[src/rtl/regfile_scoreboard_pkg.sv]
`default_nettype none
// ============================================================================
//  Module      : regfile_pkg
//  Description : Shared defaults, constants and types for the GPR file.
//  Revision    : 1.0 - initial release
// ============================================================================
package regfile_pkg;

    localparam int XLEN_DEF  = 32;
    localparam int NREGS_DEF = 32;
    localparam int MAX_NREGS = 32;
    localparam int REG_ZERO  = 0;

    // Sized for the largest file; smaller files leave the upper bits at zero.
    typedef logic [MAX_NREGS-1:0] busy_vec_t;

    function automatic int clog2(input int n);
        int r;
        r = 0;
        while ((1 << r) < n) r++;
        return r;
    endfunction

endpackage
`default_nettype wire

[src/rtl/regfile_scoreboard_read_port.sv]
`default_nettype none
// ============================================================================
//  Module      : regfile_read_port
//  Description : One combinational GPR read port with writeback bypass and
//                RAW busy indication.
//  Revision    : 1.0 - initial release
// ============================================================================
module regfile_read_port
    import regfile_pkg::*;
#(
    parameter int XLEN  = XLEN_DEF,
    parameter int NREGS = NREGS_DEF,
    parameter int AW    = clog2(NREGS)
) (
    input  logic [AW-1:0]   addr,
    input  logic [XLEN-1:0] gpr [NREGS],
    input  busy_vec_t       busy,
    input  logic            wb_en,
    input  logic [AW-1:0]   wb_addr,
    input  logic [XLEN-1:0] wb_data,
    output logic [XLEN-1:0] rd_data,
    output logic            rd_busy
);

    logic w_in_range;
    logic w_hit;

    assign w_in_range = ({1'b0, addr} < (AW+1)'(NREGS));
    assign w_hit      = wb_en && (wb_addr == addr);

    always_comb begin
        rd_data = '0;
        if (w_in_range) begin
            if (w_hit && (addr != AW'(REG_ZERO)))
                rd_data = wb_data;
            else
                rd_data = gpr[addr];
        end
    end

    // A value landing this cycle already satisfies the reader.
    assign rd_busy = busy[addr] && !w_hit;

endmodule
`default_nettype wire

[src/rtl/regfile_scoreboard.sv]
`default_nettype none
// ============================================================================
//  Module      : regfile_scoreboard
//  Description : Multi-read-port GPR file with write bypass, hardwired x0 and
//                a per-register busy scoreboard with flush.
//  Revision    : 1.0 - initial release
// ============================================================================
module regfile_scoreboard
    import regfile_pkg::*;
#(
    parameter int XLEN  = XLEN_DEF,
    parameter int NREGS = NREGS_DEF,
    parameter int NRP   = 2,
    parameter int AW    = clog2(NREGS),
    parameter int CW    = clog2(NREGS + 1)
) (
    input  logic                clk,
    input  logic                rst_n,
    input  logic [NRP*AW-1:0]   rd_addr,
    output logic [NRP*XLEN-1:0] rd_data,
    output logic [NRP-1:0]      rd_busy,
    input  logic                issue_valid,
    input  logic [AW-1:0]       issue_rd,
    output logic                issue_ready,
    input  logic                wb_en,
    input  logic [AW-1:0]       wb_addr,
    input  logic [XLEN-1:0]     wb_data,
    input  logic                flush,
    output logic [CW-1:0]       busy_count
);

    logic [XLEN-1:0]  r_gpr [NREGS];
    logic [NREGS-1:0] r_busy;
    logic [CW-1:0]    r_busy_count;

    logic [NREGS-1:0] w_busy_nxt;
    logic [CW-1:0]    w_count_nxt;
    busy_vec_t        w_busy_ext;
    logic             w_wb_we;
    logic             w_issue_acc;
    logic             w_wb_in_range;
    logic             w_issue_in_range;

    assign w_wb_in_range    = ({1'b0, wb_addr}  < (AW+1)'(NREGS));
    assign w_issue_in_range = ({1'b0, issue_rd} < (AW+1)'(NREGS));
    assign w_wb_we          = wb_en && (wb_addr != AW'(REG_ZERO)) && w_wb_in_range;

    assign issue_ready = (issue_rd == AW'(REG_ZERO)) || !w_issue_in_range ||
                         !r_busy[issue_rd] || (wb_en && (wb_addr == issue_rd));
    assign w_issue_acc = issue_valid && issue_ready &&
                         (issue_rd != AW'(REG_ZERO)) && w_issue_in_range;

    // Issue is applied after the writeback clear so the new producer keeps ownership.
    always_comb begin
        w_busy_nxt = r_busy;
        if (flush) begin
            w_busy_nxt = '0;
        end else begin
            if (w_wb_we)     w_busy_nxt[wb_addr]  = 1'b0;
            if (w_issue_acc) w_busy_nxt[issue_rd] = 1'b1;
        end
    end

    always_comb begin
        w_count_nxt = '0;
        for (int i = 0; i < NREGS; i++)
            w_count_nxt = w_count_nxt + CW'(w_busy_nxt[i]);
    end

    always_ff @(posedge clk or negedge rst_n) begin
        if (!rst_n) begin
            for (int i = 0; i < NREGS; i++) r_gpr[i] <= '0;
            r_busy       <= '0;
            r_busy_count <= '0;
        end else begin
            if (w_wb_we) r_gpr[wb_addr] <= wb_data;
            r_busy       <= w_busy_nxt;
            r_busy_count <= w_count_nxt;
        end
    end

    assign busy_count = r_busy_count;
    assign w_busy_ext = busy_vec_t'(r_busy);

    generate
        for (genvar p = 0; p < NRP; p++) begin : g_rd_port
            regfile_read_port #(
                .XLEN  (XLEN),
                .NREGS (NREGS),
                .AW    (AW)
            ) u_rd_port (
                .addr    (rd_addr[p*AW +: AW]),
                .gpr     (r_gpr),
                .busy    (w_busy_ext),
                .wb_en   (wb_en),
                .wb_addr (wb_addr),
                .wb_data (wb_data),
                .rd_data (rd_data[p*XLEN +: XLEN]),
                .rd_busy (rd_busy[p])
            );
        end
    endgenerate

endmodule
`default_nettype wire
[config.mk]
export PLATFORM = sky130hd
export DESIGN_NAME = regfile_scoreboard
export DESIGN_NICKNAME = d
export VERILOG_FILES = /design/src/rtl/regfile_scoreboard_pkg.sv /design/src/rtl/regfile_scoreboard_read_port.sv /design/src/rtl/regfile_scoreboard.sv
export SDC_FILE = /design/constraint.sdc
export NUM_CORES = 2
export LEC_CHECK = 0
export ABC_AREA = 0
export BUFFER_PORTS_ARGS = -buffer_cell sky130_fd_sc_hd__clkbuf_2
export CAP_MARGIN = 40
export CORE_MARGIN = 1
export CORE_UTILIZATION = 45
export DETAILED_ROUTE_END_ITERATION = 8
export HOLD_SLACK_MARGIN = 0.02
export PLACE_DENSITY_LB_ADDON = 0.25
export SKIP_LAST_GASP = 1
export SLEW_MARGIN = 15
export SYNTH_ARGS = -nofsm -noshare
export SYNTH_HDL_FRONTEND = slang
export SYNTH_SLANG_ARGS = --single-unit
[constraint.sdc]
create_clock -name clk -period 16.3 [get_ports clk]
set_input_delay 1.63 -clock clk [delete_from_list [all_inputs] [get_ports clk]]
set_output_delay 1.63 -clock clk [all_outputs]
set_load 0.01 [all_outputs]
# Yosys cells after proc, flatten, opt, wreduce, memory -nomap -nowiden
# Index checks and enable logic that the tools add are counted.
[word_totals]
regBits = 1062
inputBits = 57
wordCells = 132
[classes]
addsub = 31
n_lt_le_gt_ge = 10
n_eq_ne = 3
muxes = 25
bitwise_logic = 6
reduce_logical = 23
[op_table]
columns = ["op", "n"]
rows = [
  ["1024-bit bitwise mux", 1],
  ["32-bit two-way mux", 11],
  ["32-bit binary-select mux with 5-bit select", 2],
  ["32-bit demux with 5-bit select", 1],
  ["6-bit by 1-bit adder with 6-bit output", 26],
  ["32-bit bitwise AND", 1],
  ["32-bit inverter", 1],
  ["32-bit bitwise OR", 1],
  ["5-bit by 6-bit less-than comparator with 1-bit output (second input constant)", 4],
  ["5-bit nonzero test", 4],
  ["6-bit greater-or-equal comparator (second input constant)", 3],
  ["5-bit inverter with 6-bit output", 3],
  ["1-bit binary-select mux with 5-bit select", 3],
  ["5-bit == test", 3],
  ["1-bit logical AND", 13],
  ["1-bit demux with 5-bit select", 2],
  ["5-bit by 1-bit greater-or-equal comparator with 1-bit output (second input constant)", 2],
  ["5-bit by 1-bit adder with 6-bit output", 1],
  ["6-bit by 1-bit less-than comparator with 1-bit output (second input constant)", 1],
  ["4-bit by 1-bit adder with 5-bit output", 1],
  ["5-bit zero test", 1],
  ["1-bit two-way mux", 5],
  ["3-bit by 1-bit adder with 4-bit output", 1],
  ["2-bit by 1-bit adder with 3-bit output", 1],
  ["3 further kinds", 6],
]

# Depth between registers and ports, before layout
[logic_depth]
word_depth = 42
depth_mapped = 23

# Hierarchy
# A second synthesis with hierarchy kept.
[hier_totals]
hier_cells = 4070
area_unflattened_um2 = 57984.4
[modules_own_cells]
columns = ["mod", "n_inst", "cells_per_inst", "area_per_inst_um2"]
rows = [
  ["regfile_scoreboard", 1, 2552, 40913.0],
  ["regfile_read_port", 2, 759, 8535.7],
]

# Worst setup path before layout
# Ideal clock, no wire load.
[synth_path]
path_kind = "input-to-reg"
start = "input port issue_rd[0]"
end = "register r_busy_count[4], in the netlist busy_count[4]"
setup_time_ns = 0.123
t_arrival_ns = 7.228
path_slack_ns = 8.950
path_stages = 21
path_buffers = 2
cell_sequence = "clkbuf_1 mux2i_1 o22ai_1 nor4_1 o211ai_1 buf_2 o21a_1 fa_1 fa_1 fa_1 fa_1 fa_1 inv_1 fa_1 ha_1 inv_1 fa_1 inv_1 a21o_1 a21oi_1 xnor2_1"
[synth_via]
elab_chain_cells = 40
elab_cells_between_ends = 50
classes_between = "31 x add/sub; 2 x order compare; 1 x eq/ne; 6 x mux; 1 x bitwise; 9 x reduce/logical"
[synth_lines]
columns = ["item", "line", "rtl"]
rows = [
  ["start: declaration", "regfile_scoreboard.sv:23", "input logic [AW-1:0] issue_rd,"],
  ["branches (longest 7 deep; another with 5-bit by 6-bit less-than comparator with 1-bit output)", "-", ""],
  ["32-bit two-way mux *", "regfile_scoreboard.sv:60", "if (w_issue_acc) w_busy_nxt[issue_rd] = 1'b1;"],
  ["32-bit two-way mux *", "regfile_scoreboard.sv:56", "if (flush) begin"],
  ["1-bit by 1-bit adder with 2-bit output", "regfile_scoreboard.sv:67", "w_count_nxt = w_count_nxt + CW'(w_busy_nxt[i]);"],
  ["2-bit by 1-bit adder with 3-bit output", "regfile_scoreboard.sv:67", ""],
  ["3-bit by 1-bit adder with 4-bit output", "regfile_scoreboard.sv:67", ""],
  ["4-bit by 1-bit adder with 5-bit output", "regfile_scoreboard.sv:67", ""],
  ["5-bit by 1-bit adder with 6-bit output", "regfile_scoreboard.sv:67", ""],
  ["6-bit by 1-bit adder with 6-bit output (25 in a row)", "regfile_scoreboard.sv:67", ""],
  ["6-bit by 1-bit adder with 6-bit output *", "regfile_scoreboard.sv:67", ""],
  ["net w_count_nxt[4]", "regfile_scoreboard.sv:37", "logic [CW-1:0] w_count_nxt;"],
  ["end signal: assignment", "regfile_scoreboard.sv:78", "r_busy_count <= w_count_nxt;"],
  ["end: declaration", "regfile_scoreboard.sv:34", "logic [CW-1:0] r_busy_count;"],
]
# Mark *: on every way through the listed nets, which the timed path passes. The select of a mux whose other input is x is not followed.
# A chain may end at the register's enable or synchronous reset.

# Worst setup path in the final report
[layout_path]
start = "input port rd_addr[6]"
end = "output port rd_data[51]"
[layout_via]
elab_chain_cells = 5
elab_cells_between_ends = 9
classes_between = "1 x eq/ne; 4 x mux; 1 x bitwise; 3 x reduce/logical"
[layout_lines]
columns = ["item", "line", "rtl"]
rows = [
  ["start: declaration", "regfile_scoreboard.sv:19", "input logic [NRP*AW-1:0] rd_addr,"],
  ["5-bit inverter with 6-bit output (implied by the code)", "regfile_scoreboard_read_port.sv:37", "rd_data = gpr[addr];"],
  ["32-bit binary-select mux with 5-bit select", "regfile_scoreboard_read_port.sv:37", ""],
  ["32-bit two-way mux (implied by the code) (2 in a row)", "regfile_scoreboard_read_port.sv:37", ""],
  ["32-bit two-way mux *", "regfile_scoreboard_read_port.sv:34", "if (w_hit && (addr != AW'(REG_ZERO)))"],
  ["end: declaration", "regfile_scoreboard.sv:20", "output logic [NRP*XLEN-1:0] rd_data,"],
]
# Every way passes the cells marked *; elsewhere a longest branch is shown, timed or not. The select of a mux whose other input is x is not followed.

==> results by group <==
Route
  – Avg WL per Cell: 31.65 µm
  – Vias: 37020
  – Vias/cell: 6.624
  – Total iterations of the first detailed-routing run: 6
  – Final ANT Viol Nets: 0
  – Final wirelength: 176900 µm
  – DR iter-0 viols: 3764
  – DR DRC count: 0

Die
  – Die area: 130300 µm²
  – # IOs: 130
  – Starting Density: 45.42%
  – Die outline height: 361.0 µm
  – Die width: 361.0 µm
  – FP Rows: 131
  – Total core area: 127700 µm²

Global route
  – First-pass GRT wire length: 264100 µm
  – Initial antenna violation count: 12
  – Gr usage total: 27.52%
  – Grt ovf: 0
  – Largest net degree at the start of global routing: 170
  – Number of global-route vias before repair: 38060

Layout
  – Post-route cell area: 64830 µm²
  – Layout cells sized above 1: 31.33%
  – Nets@finish: 3915
  – Layout area overhead: 11.78%

Synthesis
  – Syn. warnings: 0
  – Post-synth ARST share: 100.0%
  – Seq cells post-synth: 1062
  – Most numerous cell in the Yosys netlist: dfrtp_1
  – Synth cell count leaders: 1062 x dfrtp_1, 741 x mux2_1, 494 x mux4_2
  – Dominant cells by area after synthesis: dfrtp_1 46%, mux4_2 19%, mux2_1 14%
  – Primary FF master, synth: dfrtp_1
  – EDFF count, synth: 0
  – Synth Cell Area: 58000 µm²
  – Syn avg cell area: 14.81 µm²
  – Cell taking the most area after synthesis: dfrtp_1
  – Post-Syn Instances: 3915
  – Part of the Yosys area used for sequential elements: 45.82%
  – Yosys cell types: 53
  – Post-synth top area share: 45.82%
  – Syn_nets: 4003

Power
  – Cell-internal power: 0.005611 W
  – Peak VDD IR: 0.1025 mV
  – Net Sw Power: 0.002129 W
  – Sw Ratio: 27.51%
  – Reg power frac: 44.6%
  – PwrDens: 119.4 nW/µm²
  – Clock power share: 35.9%
  – Pleak: 28.52 nW
  – Combinational power share: 19.5%

Clock network
  – Clock tree buffer depth: 3
  – Post-CTS setup buffer count: 0
  – H-tree depth: 3
  – Clock-pin slew on the worst setup and hold paths: 60 ps
  – Post-cts resize count: 0
  – TritonCTS clock tree: built
  – CTS sink count: 1062
  – Num CTS Buffers: 114
  – Hold buffers post-CTS: 0
  – CTS Root Cell: clkbuf_16
  – Worst skew pair latency: 750 ps

Critical path
  – Crit path DAT: 6120 ps
  – Critical path cell sequence: buf_8 > buf_4 > buf_4 > buf_4 > mux4_2 > mux4_2 > nor2b_1 > a211o_1 > clkbuf_2
  – CP endpoint kind: primary output
  – Critical path type: in -> out
  – Cell mode on critical path: buf_4
  – CP Data Required Time: 14670 ps
  – Critical Path Fanout Max: 50
  – Worst Path Buf+Inv: 5
  – Critical Path Source Type: primary input
  – Cell family with most CP delay: buffers and inverters
  – CP max stage delay: 780 ps
  – Slowest CP cell: buf_4

Timing
  – Clock Skews: 6.301 ps
  – Max-slew violations: 0
  – Final Hold Slack: 394.2 ps
  – Pin slew with the least headroom to its limit: 1007 ps
  – RSZ-0062 raised after global routing: false
  – Worst slew margin: 32.85%
  – Endpoints failing setup: 0
  – Crit share post-route: 47.56%
  – FMAX: 0.1290 GHz
  – Minimum clock period: 7753 ps
  – Fin Setup TNS: 0 ps
  – Hold Fails Final Rpt: 0

Placement
  – Number of port buffers: 129
  – Placed Area: 60560 µm²
  – Placer congestion estimate: 0.8832
  – DPL Wire Length: 104300 µm

Hold path
  – Hold crit path type: reg -> reg

Run status
  – Status: complete, no violations

Run
  – Maxcap violations: 0
[registers in the layout (all words and copies together), names as in the netlist]
name and count:
r_gpr 1024, r_busy 32, busy_count 6
[cell type report]
class / count / area, µm²
Fill cell: 10630 / 62850
Inverter: 41 / 153.9
Tap cell: 1662 / 2079
Sequential cell: 1062 / 26580
Timing Repair Buffer: 249 / 2351
Clock buffer: 163 / 3307
Clock inverter: 49 / 688.2
Antenna cell: 4 / 10.01
Multi-Input combinational cell: 2359 / 29670
[through the flow]
| stage | total power, W | worst slack [ps] | std cells | util, % |
|---|---|---|---|---|
| 2_1_floorplan | 0.004507 | 8950 | 3915 | - |
| 3_3_place_gp | 0.004940 | 8000 | 5327 | 46.86 |
| 3_5_place_dp | 0.005005 | 8379 | 5362 | 47.43 |
| 4_1_cts | 0.007789 | 8598 | 5574 | 50.56 |
| 5_1_grt | 0.008078 | 8491 | 5588 | 50.77 |
| 6_report | 0.007741 | 8547 | 5589 | 50.78 |
[power groups by stage]
stage,Combinational [W],Clock [W],Sequential (W)
finish,0.00151,0.00278,0.00346
global route,0.00162,0.00293,0.00353
CTS,0.00151,0.00282,0.00345
detailed placement,0.00151,0,0.00350
global placement,0.00147,0,0.00347
floorplan,0.00112,0,0.00339
[cell families (layout without fill, tap and decap cells)]
logic type	after synthesis	count (layout)	synth area share (%)
AO/OA/AOI/OAI	436	436	5.764
XOR/XNOR	18	18	0.2718
adder cells (fa/ha/maj)	31	31	0.9794
buffers and inverters	494	502	3.570
flip-flops	1062	1062	45.82
multiplexers	1670	1670	41.62
other	0	4	0
AND/OR/NAND/NOR	204	204	1.976
[worst paths after layout]
check                            start             to  slack, ps  cells past startpoint
min                        r_gpr[1016]    r_gpr[1016]        390                      0
max                         rd_addr[6]    rd_data[51]       8550                      9
max in group asynchronous        rst_n     r_gpr[157]      12750                      5
min in group asynchronous        rst_n     r_gpr[160]        890                      1
min reg2reg                r_gpr[1016]    r_gpr[1016]        390                      0
max reg2reg                  r_busy[2]  busy_count[4]      10050                     20
[per-layer routing]
layer	GRT usage, %	wire, µm	vias to the layer above
li1	-	-	15030
met1	40.24	76630	20120
met2	40.53	79050	1543
met3	6.209	15160	323
met4	9.095	6027	6
met5	0	47	-
[cell usage in the layout (no fill, tap or decap), types with 11 or more instances in the layout]
master,n
a211o_1,33
a211oi_1,64
a21o_1,33
a22oi_1,95
buf_12,23
buf_16,23
buf_4,71
bufinv_16,14
clkbuf_1,23
clkbuf_16,114
clkbuf_2,120
clkbuf_8,28
clkinv_2,24
dfrtp_1,1062
fa_1,24
inv_1,40
mux2_1,741
mux2_2,251
mux2i_1,184
mux4_2,494
nand2_1,41
nand2_4,15
nand3b_1,25
nor2_4,14
nor2b_1,67
o21a_1,11
o21ai_1,48
o221ai_1,95
o32ai_1,14
xnor2_1,14
(Power assumes the default switching activity.)
